<file path="config.mk">
export PLATFORM = sky130hd
export DESIGN_NAME = classifier_topic_lookup
export DESIGN_NICKNAME = d
export VERILOG_FILES = /design/src/rtl/classifier_topic_lookup.sv
export SDC_FILE = /design/constraint.sdc
export NUM_CORES = 1
export LEC_CHECK = 0
export CORE_MARGIN = 3
export CORE_UTILIZATION = 30
export CTS_BUF_LIST = sky130_fd_sc_hd__clkbuf_16
export CTS_CLUSTER_SIZE = 25
export DETAILED_ROUTE_END_ITERATION = 12
export PLACE_DENSITY = 0.62
export SLEW_MARGIN = 5
export SYNTH_ARGS = -nofsm -noshare
export SYNTH_HDL_FRONTEND = slang
export SYNTH_SLANG_ARGS = --single-unit
</file>
<file path="constraint.sdc">
create_clock -name clk -period 2.5 [get_ports clk]
set_clock_uncertainty 0.1 [all_clocks]
set_input_delay 0.5 -clock clk [delete_from_list [all_inputs] [get_ports clk]]
set_output_delay 0.5 -clock clk [all_outputs]
set_load 0.1 [all_outputs]
</file>
<file path="src/rtl/classifier_topic_lookup.sv">
// classifier_topic_lookup: two-choice (cuckoo) topic lookup engine.
// Hashes a topic key into two bucket indices, reads both hash-table buckets,
// fetches the stored key and expiry time of the first valid bucket, compares,
// and falls back to the second bucket on a miss. One lookup in flight.
//
// Ports:
//   clk, rst_n                       clock, asynchronous active-low reset
//   req_valid/req_ready/req_key      lookup request (ready only when idle)
//   cur_time                         free-running time used for expiry check
//   topic_hash_table{0,1}_*          bucket read strobe/address, ack/data back
//   topic_key_*, topic_etime_*       key and etime RAM reads (same address)
//   res_valid/res_ready              result handshake, result held until taken
//   res_hit, res_expired, res_tid    lookup result (tid 0 on miss)
//   stat_*_cnt                       saturating hit/miss/expired counters,
//                                    present only with CLASSIFIER_TOPIC_LOOKUP_STATS_EN
module classifier_topic_lookup #(
    parameter int DEPTH_NBITS       = 12,
    parameter int VALUE_DEPTH_NBITS = 12,
    parameter int KEY_NBITS         = 64,
    parameter int ETIME_NBITS       = 32,
    parameter logic [DEPTH_NBITS-1:0] HASH_SEED = 12'h5A3,
    localparam int BUCKET_NBITS     = VALUE_DEPTH_NBITS + 1
) (
    input  logic                         clk,
    input  logic                         rst_n,
    input  logic                         req_valid,
    output logic                         req_ready,
    input  logic [KEY_NBITS-1:0]         req_key,
    input  logic [ETIME_NBITS-1:0]       cur_time,
    output logic                         topic_hash_table0_rd,
    output logic [DEPTH_NBITS-1:0]       topic_hash_table0_raddr,
    input  logic                         topic_hash_table0_ack,
    input  logic [BUCKET_NBITS-1:0]      topic_hash_table0_rdata,
    output logic                         topic_hash_table1_rd,
    output logic [DEPTH_NBITS-1:0]       topic_hash_table1_raddr,
    input  logic                         topic_hash_table1_ack,
    input  logic [BUCKET_NBITS-1:0]      topic_hash_table1_rdata,
    output logic                         topic_key_rd,
    output logic [VALUE_DEPTH_NBITS-1:0] topic_key_raddr,
    input  logic                         topic_key_ack,
    input  logic [KEY_NBITS-1:0]         topic_key_rdata,
    output logic                         topic_etime_rd,
    output logic [VALUE_DEPTH_NBITS-1:0] topic_etime_raddr,
    input  logic                         topic_etime_ack,
    input  logic [ETIME_NBITS-1:0]       topic_etime_rdata,
    output logic                         res_valid,
    input  logic                         res_ready,
    output logic                         res_hit,
    output logic                         res_expired,
    output logic [VALUE_DEPTH_NBITS-1:0] res_tid
`ifdef CLASSIFIER_TOPIC_LOOKUP_STATS_EN
    ,
    output logic [31:0]                  stat_hit_cnt,
    output logic [31:0]                  stat_miss_cnt,
    output logic [31:0]                  stat_expired_cnt
`endif
);
    localparam int NCHUNK = (KEY_NBITS + DEPTH_NBITS - 1) / DEPTH_NBITS;
    localparam int VB     = VALUE_DEPTH_NBITS;

    typedef enum logic [3:0] {
        IDLE, HT_RD, HT_WAIT, K0_RD, K0_WAIT, CMP0, K1_RD, K1_WAIT, CMP1, DONE
    } state_t;

    state_t                    state, nxt;
    logic [KEY_NBITS-1:0]      key_q, kv_q;
    logic [ETIME_NBITS-1:0]    et_q, age;
    logic [BUCKET_NBITS-1:0]   b0_q, b1_q;
    logic [1:0]                ht_seen, k_seen;
    logic                      ht_done, k_done, b0_v, b1_v, match, expired;

    // XOR-fold of the key into DEPTH_NBITS chunks, top chunk zero-padded
    function automatic logic [DEPTH_NBITS-1:0] fold(input logic [KEY_NBITS-1:0] k);
        logic [NCHUNK*DEPTH_NBITS-1:0] p;
        logic [DEPTH_NBITS-1:0]        h;
        p = '0;
        p[KEY_NBITS-1:0] = k;
        h = '0;
        for (int i = 0; i < NCHUNK; i++) h ^= p[i*DEPTH_NBITS +: DEPTH_NBITS];
        return h;
    endfunction

    // A wait state exits in the cycle the last outstanding ack arrives
    assign ht_done = (ht_seen[0] | topic_hash_table0_ack) & (ht_seen[1] | topic_hash_table1_ack);
    assign k_done  = (k_seen[0] | topic_key_ack) & (k_seen[1] | topic_etime_ack);
    assign b0_v    = ht_seen[0] ? b0_q[VB] : topic_hash_table0_rdata[VB];
    assign b1_v    = ht_seen[1] ? b1_q[VB] : topic_hash_table1_rdata[VB];
    assign match   = kv_q == key_q;
    // Wrap-safe: expired once cur_time has reached etime; etime 0 means no lifetime
    assign age     = cur_time - et_q;
    assign expired = (et_q == '0) | ~age[ETIME_NBITS-1];

    always_ff @(posedge clk or negedge rst_n) begin
        if (!rst_n) state <= IDLE;
        else        state <= nxt;
    end

    always_comb begin
        nxt = state;
        case (state)
            IDLE:    nxt = req_valid ? HT_RD : IDLE;
            HT_RD:   nxt = HT_WAIT;
            HT_WAIT: nxt = !ht_done ? HT_WAIT : b0_v ? K0_RD : b1_v ? K1_RD : DONE;
            K0_RD:   nxt = K0_WAIT;
            K0_WAIT: nxt = k_done ? CMP0 : K0_WAIT;
            CMP0:    nxt = match ? DONE : b1_q[VB] ? K1_RD : DONE;
            K1_RD:   nxt = K1_WAIT;
            K1_WAIT: nxt = k_done ? CMP1 : K1_WAIT;
            CMP1:    nxt = DONE;
            DONE:    nxt = res_ready ? IDLE : DONE;
            default: nxt = IDLE;
        endcase
    end

    always_comb begin
        req_ready               = state == IDLE;
        res_valid               = state == DONE;
        topic_hash_table0_rd    = state == HT_RD;
        topic_hash_table1_rd    = state == HT_RD;
        topic_hash_table0_raddr = fold(key_q);
        topic_hash_table1_raddr = fold({key_q[KEY_NBITS/2-1:0], key_q[KEY_NBITS-1:KEY_NBITS/2]}) ^ HASH_SEED;
        topic_key_rd            = state == K0_RD || state == K1_RD;
        topic_etime_rd          = topic_key_rd;
        topic_key_raddr         = state == K1_RD ? b1_q[VB-1:0] : b0_q[VB-1:0];
        topic_etime_raddr       = topic_key_raddr;
    end

    always_ff @(posedge clk or negedge rst_n) begin
        if (!rst_n) begin
            key_q       <= '0;
            kv_q        <= '0;
            et_q        <= '0;
            b0_q        <= '0;
            b1_q        <= '0;
            ht_seen     <= '0;
            k_seen      <= '0;
            res_hit     <= 1'b0;
            res_expired <= 1'b0;
            res_tid     <= '0;
        end else begin
            if (state == IDLE && req_valid) begin
                key_q       <= req_key;
                ht_seen     <= '0;
                res_hit     <= 1'b0;
                res_expired <= 1'b0;
                res_tid     <= '0;
            end
            if (state == HT_WAIT && topic_hash_table0_ack && !ht_seen[0]) begin
                b0_q       <= topic_hash_table0_rdata;
                ht_seen[0] <= 1'b1;
            end
            if (state == HT_WAIT && topic_hash_table1_ack && !ht_seen[1]) begin
                b1_q       <= topic_hash_table1_rdata;
                ht_seen[1] <= 1'b1;
            end
            if (state == K0_RD || state == K1_RD) k_seen <= '0;
            if ((state == K0_WAIT || state == K1_WAIT) && topic_key_ack && !k_seen[0]) begin
                kv_q      <= topic_key_rdata;
                k_seen[0] <= 1'b1;
            end
            if ((state == K0_WAIT || state == K1_WAIT) && topic_etime_ack && !k_seen[1]) begin
                et_q      <= topic_etime_rdata;
                k_seen[1] <= 1'b1;
            end
            if ((state == CMP0 || state == CMP1) && match) begin
                res_hit     <= 1'b1;
                res_expired <= expired;
                res_tid     <= state == CMP0 ? b0_q[VB-1:0] : b1_q[VB-1:0];
            end
        end
    end

`ifdef CLASSIFIER_TOPIC_LOOKUP_STATS_EN
    logic fire;
    assign fire = state == DONE && res_ready;

    always_ff @(posedge clk or negedge rst_n) begin
        if (!rst_n) begin
            stat_hit_cnt     <= '0;
            stat_miss_cnt    <= '0;
            stat_expired_cnt <= '0;
        end else if (fire) begin
            stat_hit_cnt     <= stat_hit_cnt + 32'(res_hit && !(&stat_hit_cnt));
            stat_miss_cnt    <= stat_miss_cnt + 32'(!res_hit && !(&stat_miss_cnt));
            stat_expired_cnt <= stat_expired_cnt + 32'(res_expired && !(&stat_expired_cnt));
        end
    end
`endif

endmodule

</file>
==> results by group <==
Clock network
  • H-tree Lvls: 1
  • Clock buffer count from CTS: 25
  • TritonCTS clock tree: done
  • Root buf cell: clkbuf_16
  • Worst-skew pair later-pin latency: 0.52 ns
  • CTS Sinks: between 200 and 250
  • Clock slew at reported path FFs: ~0.060 ns
  • Clock Path Buffers: 3

Drt
  • DRC Markers: 0
  • Vias per inst: approximately 4.6
  • Total iterations of the first detailed-routing run: 4
  • Initial DRC count: ~260
  • Final wirelength: just over 30,000 um
  • Via count: 7,623
  • DR WL/cell: 18.7 um
  • Final ANT Viol Nets: 0

GRT
  • Antenna violations before repair: 2
  • Total track usage: between 10% and 20%
  • Grt ovf: 0
  • Vias in the first global route: slightly above 8,000
  • Largest net degree at the start of global routing: 74
  • First-pass GRT wire length: about 47,000 um

Synth
  • Number of flops mapped to enable cells by yosys: 0
  • Asr flop ratio synth: 100%
  • Average cell area after synthesis: between 10 and 15 sq um
  • Top-count cell post-synth: dfrtp_1
  • Post-Syn Nets: approximately 1,100
  • Post-synthesis sequential area ratio: ~50%
  • Main synth FF type: dfrtp_1
  • Synth Area in Compound Gates: 4.86%
  • Yosys reg bits: approximately 210
  • Synth cell types: 40
  • Total of warnings raised by yosys: 0
  • Syn Inst Count: about 860
  • Main combinational cell family by area after synthesis: multiplexers
  • Synth area leaders: dfrtp_1 50%, mux2_2 18%, xnor2_1 8.4%, ha_1 3.6%, xor2_1 2.7%
  • Synth top area share: 50.2%
  • Yosys top cell by area: dfrtp_1
  • Post-Synth Adder-Cell Area: under 10%
  • Most frequent cells after synthesis: 208 x dfrtp_1, 169 x mux2_2, 99 x xnor2_1
  • Post-synth design cell area: between 10,000 and 15,000 sq um
  • XOR/XNOR share of the synthesized area: between 10 and 15%
  • Simple-gate area share of the yosys netlist: under 10%
  • Mux contribution to synthesized area: roughly 20%

STA
  • Slew @ Worst Pin: a little over 0.6 ns
  • Max-slew violation count: 0
  • Final hold vios: 0
  • Slew HR: between 50% and 60%
  • Final Cycle Share: 104%
  • Fmax: 386 MHz
  • Endpoints failing setup: 24
  • RSZ-0062 raised after global routing: yes
  • Post-layout worst setup margin: -0.0902 ns
  • Fin Setup TNS: -2.00 ns
  • Post-route minimum period: approximately 2.6 ns

Floorplanning
  • Die area: about 37,000 sq um
  • Ports: approximately 290
  • DIE HEIGHT: 192 um
  • Row cnt: 67
  • Die Width: between 150 and 200 um
  • Initial Util: 30.7%
  • Core box area: 33,800 sq um

Setup path
  • Crit. End Element: output port
  • Cells on worst reg2reg path: 7
  • CP delay by family, top: simple AND/OR/NAND/NOR gates
  • CP bufs+invs: 2
  • Worst EP required: 1.90 ns
  • Critical path launch point type: register
  • Arr. time, crit path: just under 2 ns
  • Worst reg2reg startpoint: key_q[2]$_DFFE_PN0P_
  • Worst path cell trace: nand2b_4, nor3_4, buf_6, mux2_4, buf_12
  • Critical Path Max Stage Delay: 0.37 ns
  • Critical R2R Capture: res_tid[2]$_DFFE_PN0P_
  • Reg-to-reg slack, setup: 0.04 ns
  • CP max FO: 6
  • Worst Setup Path Type: register to output port
  • Critical-path top delay cell: dfrtp_1

Final layout
  • Area Overhead vs Synth: 54.7%
  • Multi-input combinational cell area: roughly 5400 sq um
  • Layout cells sized above 1: between 30% and 40%
  • Nets@finish: roughly 1,400
  • Filler cells: approximately 3,000
  • Design area: 16,000 sq um
  • FF+latch area: between 5000 and 6000 sq um

Hold path
  • Hold Crit Start: res_hit$_DFFE_PN0P_
  • Hold crit path type: register to register
  • Min-Delay Path Depth: 2
  • Hold Path End: res_hit$_DFFE_PN0P_

Place
  • Input/output buffers: between 200 and 300
  • DP Area: roughly 15,000 sq um
  • Final Wtd Congestion: between 0.8 and 0.9
  • Detailed Place HPWL: around 24,000 um

Outcome
  • Status: finished with violations
  • Failing checks: negative setup slack

Run
  • MaxCap Viol Count: 0
-- per-stage QoR --
stage	cells	util (%)	hold WS, ns	setup WS (ns)
floorplan	858	-	0.104	-0.412
global placement	1599	43.3	0.353	-0.283
detailed placement	1599	43.3	0.360	-0.298
CTS	1650	46.5	0.373	-0.164
global route	1652	47.5	0.388	-0.178
finish	1653	47.5	0.371	-0.0902
-- flip-flops by register name, summed over array words and instances, names as in the netlist --
| name | flops |
|---|---|
| kv_q | 64 |
| res_expired | 1 |
| res_tid | 12 |
| et_q | 32 |
| ht_seen | 2 |
| state | 4 |
| b1_q | 13 |
| res_hit | 1 |
| b0_q | 13 |
| k_seen | 2 |
| key_q | 64 |
-- area by class of cell --
class	instances	share of cell area, %
tap	448	3.50
timing repair buffer	345	24.7
inverter	33	0.772
sequential	208	32.5
antenna	2	0.0312
multi-input combinational	571	33.7
clock buffer	25	3.90
clock inverter	21	0.897
-- repair_timing --
| action | in CTS | in global routing |
|---|---|---|
| gates cloned | 1 | 0 |
| hold buffers | 1 | 0 |
| hold endpoints to repair | 65 | 0 |
| gates resized for setup | 38 | 52 |
| buffers inserted | 3 | 3 |
| pin swaps | 11 | 18 |
| setup endpoints to repair | 56 | 58 |
-- worst max-delay path by stage --
stage                     slack [ns]                          to                  start  cells past startpoint
after floorplan                -0.41  topic_hash_table0_raddr[5]  key_q[17]$_DFFE_PN0P_                      3
after global placement         -0.28     res_expired$_DFFE_PN0P_           cur_time[13]                      9
after detailed placement       -0.30     res_expired$_DFFE_PN0P_           cur_time[13]                      9
after CTS                      -0.16        topic_etime_raddr[2]     state[0]$_DFF_PN0_                      6
after global routing           -0.18        topic_etime_raddr[4]     state[0]$_DFF_PN0_                      5
final                          -0.09          topic_key_raddr[5]     state[0]$_DFF_PN0_                      5
-- layer usage --
metal,GRT usage [%],routed length (um),share of wire [%]
met2,28.0,15400,50
met3,3.69,2170,7.0
met5,0,13,0.042
met1,21.5,12800,41
met4,3.58,582,1.9
-- cells by family after synthesis --
logic type	Yosys count
and+or+nand+nor	146
buffers and inverters	79
AOI/OAI and AO/OA	83
adders and majority gates	30
muxes	181
DFF	208
xor gates and xnor gates	131
-- cells in the final DEF (no fill, tap or decap), drive strengths merged, types with 17 or more instances in the layout --
| cell type | instances |
|---|---|
| clkdlybuf4s50 | 224 |
| dfrtp | 208 |
| mux2 | 169 |
| buf | 120 |
| xnor2 | 99 |
| nand2 | 58 |
| o21ai | 39 |
| inv | 38 |
| xor2 | 32 |
| ha | 30 |
| nor2 | 27 |
| clkbuf | 25 |
| nand4 | 22 |
| a21oi | 17 |
-- tightest hold or removal path, stage by stage, from the launching register on --
cell and delay (ns):
dfrtp_1 0.34, nand2_1 0.05, nand2_1 0.05
Power is left out: the tool's default activity adds up to more than one toggle a clock period on the data nets, which glitch-free logic cannot reach.
